$ cat src/rtl/control_types_pkg.sv
// Shared control encodings between the ID/EX register and the EX-stage ALU.
// ALU_NOP is deliberately the all-zero code so a cleared register is a bubble.
package control_types_pkg;

  typedef enum logic [3:0] {
    ALU_NOP = 4'd0,
    ALU_ADD = 4'd1,
    ALU_SUB = 4'd2,
    ALU_SL  = 4'd3,
    ALU_LT  = 4'd4,
    ALU_LTU = 4'd5,
    ALU_XOR = 4'd6,
    ALU_SRL = 4'd7,
    ALU_SRA = 4'd8,
    ALU_OR  = 4'd9,
    ALU_AND = 4'd10,
    ALU_LUI = 4'd11
  } alu_op_t;

endpackage

$ cat src/rtl/id_ex_decode_reg.sv
// RV32I ID-stage decoder feeding the ID/EX pipeline register (stall hold, flush bubble).
// Optional bubble counter output bubble_cnt_o when ID_EX_PERF_CNT_EN is defined.
module id_ex_decode_reg
  import control_types_pkg::*;
#(
  parameter int unsigned XLEN       = 32,
`ifdef ID_EX_PERF_CNT_EN
  parameter int unsigned PERF_CNT_W = 32,
`endif
  parameter int unsigned REG_AW     = 5
) (
  input  logic              clk,
  input  logic              rst_n,
  input  logic [31:0]       instr_i,
  input  logic [XLEN-1:0]   pc_i,
  input  logic              instr_valid_i,
  input  logic              stall_i,
  input  logic              flush_i,
  output logic              ex_valid_o,
  output alu_op_t           ex_alu_op_o,
  output logic              ex_src_a_pc_o,
  output logic              ex_src_b_imm_o,
  output logic [XLEN-1:0]   ex_imm_o,
  output logic [REG_AW-1:0] ex_rs1_o,
  output logic [REG_AW-1:0] ex_rs2_o,
  output logic [REG_AW-1:0] ex_rd_o,
  output logic              ex_reg_write_o,
  output logic [XLEN-1:0]   ex_pc_o,
`ifdef ID_EX_PERF_CNT_EN
  output logic [PERF_CNT_W-1:0] bubble_cnt_o,
`endif
  output logic              ex_illegal_o
);

  typedef struct packed {
    logic              valid;
    alu_op_t           op;
    logic              a_pc;
    logic              b_imm;
    logic [XLEN-1:0]   imm;
    logic [REG_AW-1:0] rs1;
    logic [REG_AW-1:0] rs2;
    logic [REG_AW-1:0] rd;
    logic              we;
    logic [XLEN-1:0]   pc;
    logic              ill;
  } id_ex_t;

  localparam logic [6:0] OpcOp     = 7'b0110011;
  localparam logic [6:0] OpcOpImm  = 7'b0010011;
  localparam logic [6:0] OpcLui    = 7'b0110111;
  localparam logic [6:0] OpcAuipc  = 7'b0010111;
  localparam logic [6:0] OpcLoad   = 7'b0000011;
  localparam logic [6:0] OpcStore  = 7'b0100011;
  localparam logic [6:0] OpcBranch = 7'b1100011;
  localparam logic [6:0] OpcJal    = 7'b1101111;
  localparam logic [6:0] OpcJalr   = 7'b1100111;

  logic [6:0]  opcode, funct7;
  logic [2:0]  funct3;
  logic        f7_zero, f7_alt;
  logic [31:0] imm_i, imm_s, imm_b, imm_u, imm_j, imm_sh;

  assign opcode  = instr_i[6:0];
  assign funct3  = instr_i[14:12];
  assign funct7  = instr_i[31:25];
  assign f7_zero = (funct7 == 7'b0000000);
  assign f7_alt  = (funct7 == 7'b0100000);

  assign imm_i  = {{20{instr_i[31]}}, instr_i[31:20]};
  assign imm_s  = {{20{instr_i[31]}}, instr_i[31:25], instr_i[11:7]};
  assign imm_b  = {{19{instr_i[31]}}, instr_i[31], instr_i[7], instr_i[30:25], instr_i[11:8], 1'b0};
  assign imm_u  = {instr_i[31:12], 12'b0};
  assign imm_j  = {{11{instr_i[31]}}, instr_i[31], instr_i[19:12], instr_i[20], instr_i[30:21],
                   1'b0};
  assign imm_sh = {27'b0, instr_i[24:20]};

  // funct3 -> op for the non-alternate OP/OP-IMM encodings
  function automatic alu_op_t f3_op(input logic [2:0] f3);
    case (f3)
      3'b000:  return ALU_ADD;
      3'b001:  return ALU_SL;
      3'b010:  return ALU_LT;
      3'b011:  return ALU_LTU;
      3'b100:  return ALU_XOR;
      3'b101:  return ALU_SRL;
      3'b110:  return ALU_OR;
      default: return ALU_AND;
    endcase
  endfunction

  id_ex_t dec;

  always_comb begin
    dec       = '0;
    dec.valid = 1'b1;
    dec.rs1   = instr_i[19:15];
    dec.rs2   = instr_i[24:20];
    dec.rd    = instr_i[11:7];
    dec.pc    = pc_i;
    case (opcode)
      OpcOp: begin
        dec.we = 1'b1;
        if (f7_zero) dec.op = f3_op(funct3);
        else if (f7_alt && funct3 == 3'b000) dec.op = ALU_SUB;
        else if (f7_alt && funct3 == 3'b101) dec.op = ALU_SRA;
        else dec.ill = 1'b1;
      end
      OpcOpImm: begin
        dec.we    = 1'b1;
        dec.b_imm = 1'b1;
        dec.imm   = imm_i;
        dec.op    = f3_op(funct3);
        if (funct3 == 3'b001) begin
          dec.imm = imm_sh;
          dec.ill = !f7_zero;
        end else if (funct3 == 3'b101) begin
          dec.imm = imm_sh;
          if (f7_alt) dec.op = ALU_SRA;
          dec.ill = !(f7_zero || f7_alt);
        end
      end
      OpcLui: begin
        dec.op    = ALU_LUI;
        dec.b_imm = 1'b1;
        dec.imm   = imm_u;
        dec.we    = 1'b1;
      end
      OpcAuipc, OpcJal: begin
        dec.op    = ALU_ADD;
        dec.a_pc  = 1'b1;
        dec.b_imm = 1'b1;
        dec.imm   = (opcode == OpcJal) ? imm_j : imm_u;
        dec.we    = 1'b1;
      end
      OpcLoad, OpcJalr: begin
        dec.op    = ALU_ADD;
        dec.b_imm = 1'b1;
        dec.imm   = imm_i;
        dec.we    = 1'b1;
        if (opcode == OpcJalr) dec.ill = (funct3 != 3'b000);
        else dec.ill = (funct3 == 3'b011) || (funct3[2:1] == 2'b11);
      end
      OpcStore: begin
        dec.op    = ALU_ADD;
        dec.b_imm = 1'b1;
        dec.imm   = imm_s;
        dec.ill   = funct3[2] || (funct3 == 3'b011);
      end
      OpcBranch: begin
        dec.imm = imm_b;
        case (funct3[2:1])
          2'b00:   dec.op = ALU_SUB;
          2'b10:   dec.op = ALU_LT;
          2'b11:   dec.op = ALU_LTU;
          default: dec.ill = 1'b1;
        endcase
      end
      default: dec.ill = 1'b1;
    endcase
    // Illegal encodings keep register indices and PC but drop every control effect.
    if (dec.ill) begin
      dec.op    = ALU_NOP;
      dec.a_pc  = 1'b0;
      dec.b_imm = 1'b0;
      dec.imm   = '0;
      dec.we    = 1'b0;
    end
    if (dec.rd == '0) dec.we = 1'b0;
  end

  id_ex_t id_ex_d, id_ex_q;

  always_comb begin
    id_ex_d = id_ex_q;
    if (flush_i) id_ex_d = '0;
    else if (!stall_i) id_ex_d = instr_valid_i ? dec : '0;
  end

  always_ff @(posedge clk) begin
    if (!rst_n) id_ex_q <= '0;
    else id_ex_q <= id_ex_d;
  end

`ifdef ID_EX_PERF_CNT_EN
  logic [PERF_CNT_W-1:0] bubble_cnt_d, bubble_cnt_q;

  always_comb begin
    bubble_cnt_d = bubble_cnt_q;
    if (flush_i || (!stall_i && !instr_valid_i)) bubble_cnt_d = bubble_cnt_q + PERF_CNT_W'(1);
  end

  always_ff @(posedge clk) begin
    if (!rst_n) bubble_cnt_q <= '0;
    else bubble_cnt_q <= bubble_cnt_d;
  end

  assign bubble_cnt_o = bubble_cnt_q;
`endif

  assign ex_valid_o     = id_ex_q.valid;
  assign ex_alu_op_o    = id_ex_q.op;
  assign ex_src_a_pc_o  = id_ex_q.a_pc;
  assign ex_src_b_imm_o = id_ex_q.b_imm;
  assign ex_imm_o       = id_ex_q.imm;
  assign ex_rs1_o       = id_ex_q.rs1;
  assign ex_rs2_o       = id_ex_q.rs2;
  assign ex_rd_o        = id_ex_q.rd;
  assign ex_reg_write_o = id_ex_q.we;
  assign ex_pc_o        = id_ex_q.pc;
  assign ex_illegal_o   = id_ex_q.ill;

endmodule

$ cat config.mk
export PLATFORM = sky130hd
export DESIGN_NAME = id_ex_decode_reg
export DESIGN_NICKNAME = d
export VERILOG_FILES = /design/src/rtl/control_types_pkg.sv /design/src/rtl/id_ex_decode_reg.sv
export SDC_FILE = /design/constraint.sdc
export NUM_CORES = 1
export LEC_CHECK = 0
export CAP_MARGIN = 20
export CORE_MARGIN = 4
export CORE_UTILIZATION = 44
export CTS_BUF_LIST = sky130_fd_sc_hd__clkbuf_8
export CTS_CLUSTER_DIAMETER = 200
export DETAILED_ROUTE_END_ITERATION = 12
export PLACE_DENSITY_LB_ADDON = 0.3
export SKIP_CTS_REPAIR_TIMING = 1
export SYNTH_ARGS = -nofsm -noshare
export SYNTH_HDL_FRONTEND = slang
export SYNTH_SLANG_ARGS = --single-unit
$ cat constraint.sdc
create_clock -name clk -period 3.05 [get_ports clk]
set_input_delay 0.4575 -clock clk [delete_from_list [all_inputs] [get_ports clk]]
set_output_delay 0.4575 -clock clk [all_outputs]
set_load 0.05 [all_outputs]
[Word-level counts from Yosys, hierarchy flattened]
Index checks and enable logic that the tools add are counted.
Cells by class
  $lt $le $gt $ge: 0
  equality and inequality tests: 18
  add/sub/neg operators: 0
  divide/modulo/power cells: 0
  multiplexer cells: 28
  reductions and logical operators: 20
  $mul: 0
  shift-type cells: 0
  bitwise gates (word level): 1
Operators by type and width (count)
  case mux 32 bit (6 select lines): 1
  2-to-1 mux 88 bit: 1
  2-to-1 mux 32 bit: 2
  2-to-1 mux 38 bit: 1
  2-to-1 mux 31 bit: 1
  == test 7 x 6 -> 1 bit, second input constant: 4
  case mux 4 bit (7 select lines): 1
  2-to-1 mux 4 bit: 6
  == test 7 bit, second input constant: 3
  case mux 4 bit (5 select lines): 1
  == test 7 x 5 -> 1 bit, second input constant: 2
  OR reduction 7 bit: 2
  2-to-1 mux 1 bit: 12
  == test 3 bit, second input constant: 3
  case mux 3 bit (3 select lines): 1
  == test 7 x 2 -> 1 bit, second input constant: 1
  zero test 7 bit: 1
  == test 3 x 2 -> 1 bit, second input constant: 2
  case mux 1 bit (6 select lines): 1
  OR reduction 2 bit: 3
  OR reduction 3 bit: 2
  zero test 5 bit: 1
  OR reduction 5 bit: 1
  == test 2 bit, second input constant: 2
  8 further kinds: 12
Word-level totals
  input bits: 69
  memory bits (writable): 0
  word-level logic and storage cells: 78
  bits in registers: 88
  latch bits: 0
  bits in read-only memories: 0
  output and inout port bits: 88
  memories kept: 0

[Longest topological paths before layout]
  depth after elaboration: 9
  depth in mapped cells: 9
  mapped depth without buffers: 8

[Worst setup path after synthesis]
Ideal clock, no wire load.
  path type: input-to-reg
  from: in instr_i[14]
  to: reg id_ex_q (netlist bit ex_imm_o[1])
  library setup time: 0.068 ns
  slack: 0.597 ns
  arrival: 2.385 ns
  stages: 9
  path buffers: 2
  data required time: 2.982 ns
  cell sequence: buf_4 -> inv_1 -> ha_1 -> a221oi_2 -> a2111oi_0 -> or4_4 -> or3_4 -> buf_6 -> o21ai_2
On the way
  cells in the longest elaborated chain, start to end: 8
  elaborated cells between the ends (all ways): 25
  classes of those cells: eq/ne (5); mux (12); reduce/logical (8)
Ends and longest elaborated chain
  from (decl): RTL line id_ex_decode_reg.sv:14  | input logic [31:0] instr_i,
  == test 3 bit: RTL line id_ex_decode_reg.sv:106, id_ex_decode_reg.sv:117
  logical AND 1 bit: RTL line id_ex_decode_reg.sv:106  | else if (f7_alt && funct3 == 3'b101) dec.op = ALU_SRA;
  2-to-1 mux 1 bit: RTL line id_ex_decode_reg.sv:106
  2-to-1 mux 1 bit: RTL line id_ex_decode_reg.sv:105  | else if (f7_alt && funct3 == 3'b000) dec.op = ALU_SUB;
  2-to-1 mux 1 bit: RTL line id_ex_decode_reg.sv:104  | if (f7_zero) dec.op = f3_op(funct3);
  case mux 1 bit (6 select lines): RTL line id_ex_decode_reg.sv:101  | case (opcode)
  2-to-1 mux 38 bit *: RTL line id_ex_decode_reg.sv:162  | if (dec.ill) begin
  2-to-1 mux 88 bit *: RTL line id_ex_decode_reg.sv:177  | else if (!stall_i) id_ex_d = instr_valid_i ? dec : '0;
  to (signal assigned): RTL line id_ex_decode_reg.sv:182  | else id_ex_q <= id_ex_d;
  to (decl): RTL line id_ex_decode_reg.sv:172  | id_ex_t id_ex_d, id_ex_q;
Mark *: on every way between the ends. The rest lies on a longest branch, timed or not.
A chain may end at the register's enable or synchronous reset.

[Worst setup path in the final report]
  from: in instr_i[4]
  to: reg id_ex_q (netlist bit ex_imm_o[0])
On the way
  cells in the longest elaborated chain, start to end: 5
  elaborated cells between the ends (all ways): 17
  classes of those cells: eq/ne (9); mux (5); reduce/logical (3)
Ends and longest elaborated chain (RTL line)
  == test 7 bit (tied with other cells): id_ex_decode_reg.sv:101
  OR reduction 3 bit (no line) (tied with other cells)
  case mux 1 bit (6 select lines) / case mux 32 bit (6 select lines) (equally long branches): id_ex_decode_reg.sv:101
  2-to-1 mux 38 bit *: id_ex_decode_reg.sv:162
  2-to-1 mux 88 bit *: id_ex_decode_reg.sv:177
Marks and branches as above.

==> flow_summary.yaml <==
critical_path:
  worstPathCellList: "clkdlybuf4s50_1 -> buf_4 -> nor4b_1 -> a221oi_2 -> a2111oi_0 -> or4_4 -> or3_4 -> o21ai_1"
  crit_start: "instr_i[4]"
  crit_fanout: 31
  worst_path_largest_cell_delay_ns: 0.46
  worstPathArrival_ns: 2.87
  r2r_start: "ex_pc_o[3]$_SDFFE_PP0N_"
  critPathRequiredTime_ns: 3.29
  critPathKind: "primary input to register"
  crit_slowest_cell: "a2111oi_0"
  endpoint_kind: "register"
  cp-start-kind: "primary input"
final_layout:
  nets: 660
  final_cells: 696
  drive_above_1_share: 0.130
  layout_common_cells: "clkdlybuf4s50_1, dfxtp_1, nor2_1, a22oi_1, nand2_1"
  final_common_cell: "clkdlybuf4s50_1"
  fillers: 674
  final_area_um2: 5720
  multi_input_area_um2: 1870
  regArea_um2: 1760
  antennaDiodeCount: 0
  area_growth_pct: 49.5
hold_path:
  min_from: "ex_imm_o[28]$_SDFFE_PP0N_"
  hp-class: "register to register"
cts:
  cts_sinks: 88
  cts_buffers: 9
  clk-insertion-delay-late_ns: 0.36
  clk_pin_slew_ns: 0.10
  cts_tree: "yes"
  clockBufferDepth: 2
  cts_htree_levels: 3
  cts_root_buf: "clkbuf_8"
logic_synthesis:
  seq_area_frac_synth: 0.461
  ys_async_sr_fraction: 0
  synth-edff-count: 0
  synth_cell_types: 53
  synthCells: 436
  syn_nets: 510
  synth-main-ff-cell: "dfxtp_1"
  synth_top_cell_by_area: "dfxtp_1"
  ys_warn_count: 0
  yosysTopAreaCellShare: 0.461
  syn_area_um2: 3820
  synth.avg_cell_area_um2: 8.77
  ys_ff_latch: 88
  yosys-top-cells-area: "dfxtp_1, a22oi_1, o21ai_2"
drt:
  ant_nets: 0
  routed_wl_um: 11900
  drtIter0Drc: 239
  dr.pass1.iters: 5
  wire_per_inst_um: 17.1
  vias_per_cell: 5.44
  drcViolationCount: 0
  vias: 3787
power_and_ir_drop:
  power_density_nw_per_um2: 416
  leakage_uw: 0.00202
  irDropWorstVdd_uv: 259
timing:
  rsz0062_at_grt: "no"
  hold_viol_final: 0
  tightest_slew_ns: 0.627
  worst_slack_ns: 0.419
  drv_slew: 0
  setup_viol_count_final: 0
  tns_ns: 0
  finalClockSkew_ns: 0
  fin_crit_ns: 2.63
  fin_crit_sh: 0.863
  max_slew_margin: 0.581
  timing.fmax_mhz: 380
run_status:
  status: "complete, no violations"
grt:
  grt_use_total: 0.225
  grt_overflow: 0
  antenna_found_initial: 0
  grt_pass1_vias: 3721
  grt_max_degree: 53
  grt_pass1_wl_um: 18400
placement:
  dp_cells: 680
  dp_slack_ns: 0.0614
  place_area_um2: 5500
  numPortBuffers: 156
  place.detailed.hpwl_um: 8830
  place_congestion: 0.847
floorplanning:
  coreArea_um2: 8340
  die_x_um: 101
  die_area_um2: 10200
  fp.dieH_um: 101
  io_pins: 157
  start_util: 0.458
  rows: 33
flow_run:
  cap_violations: 0
-- where the power goes --
part	leakage, uW	internal [uW]	switching (uW)
combinational	0.00121	157	191
clock	0.0000996	394	465
sequential	0.000711	1160	7.13
-- cells by family (layout without fill, tap and decap cells) --
| kind of cell | after synthesis | count (layout) | synth area share |
|---|---|---|---|
| AO/OA/AOI/OAI | 152 | 152 | 0.290 |
| XOR/XNOR | 3 | 3 | 0.00687 |
| flip-flops | 88 | 88 | 0.461 |
| buffers and inverters | 44 | 199 | 0.0524 |
| AND/OR/NAND/NOR | 144 | 144 | 0.173 |
| adder cells (fa/ha/maj) | 5 | 5 | 0.0164 |
-- area by class of cell --
cell class | instances | area share
multi-input cells | 304 | 0.328
flip-flops and latches | 88 | 0.308
repair buffers | 177 | 0.300
well taps | 105 | 0.0230
clock buffers | 9 | 0.0217
clock inverters | 7 | 0.0153
inverters | 6 | 0.00394
-- registers in the layout (all words and copies together) (netlist names) --
signal          cells
ex_alu_op_o         4
ex_illegal_o        1
ex_imm_o           32
ex_pc_o            32
ex_rd_o             5
ex_reg_write_o      1
ex_rs1_o            5
ex_rs2_o            5
ex_src_a_pc_o       1
ex_src_b_imm_o      1
ex_valid_o          1
-- path summary, 6_finish.rpt --
| kind | end | slack [ns] | depth (start not counted) |
|---|---|---|---|
| setup / recovery | ex_imm_o[0]$_SDFFE_PP0N_ | 0.42 | 8 |
| hold / removal | ex_imm_o[28]$_SDFFE_PP0N_ | 0.46 | 2 |
| setup reg to reg | ex_pc_o[3]$_SDFFE_PP0N_ | 2.34 | 2 |
| hold reg to reg | ex_imm_o[28]$_SDFFE_PP0N_ | 0.46 | 2 |
-- Yosys cell counts, drive strengths merged (4+ instances only) --
cell / count
ha: 5
buf: 7
o21ai: 37
a22o: 6
nand2: 49
nor2: 57
a211oi: 4
a21oi: 30
inv: 6
nor2b: 5
a22oi: 54
nand3: 4
clkbuf: 31
and3: 4
dfxtp: 88
-- stage by stage --
stage	power (uW)	utilization	hold WS [ns]
after floorplan	1370	-	0.583
after global placement	1540	0.660	0.436
after detailed placement	1540	0.660	0.441
after CTS	2390	0.685	0.464
after global routing	2470	0.685	0.482
final	2380	0.685	0.459
-- routing by layer --
layer | routed length [um] | part of all wire | GRT usage | up-vias
met3 | 1030 | 0.087 | 0.0771 | 11
li1 | - | - | - | 1869
met4 | 148 | 0.012 | 0.0521 | 0
met5 | 0 | 0 | 0 | -
met2 | 5900 | 0.49 | 0.385 | 143
met1 | 4850 | 0.41 | 0.273 | 1764
-- worst max-delay path: cells and delay by family --
kind | cells | cell delay (ns)
compound gates | 3 | 0.70
buf+inv | 2 | 0.61
simple gates | 3 | 1.07
(Power assumes the default switching activity.)
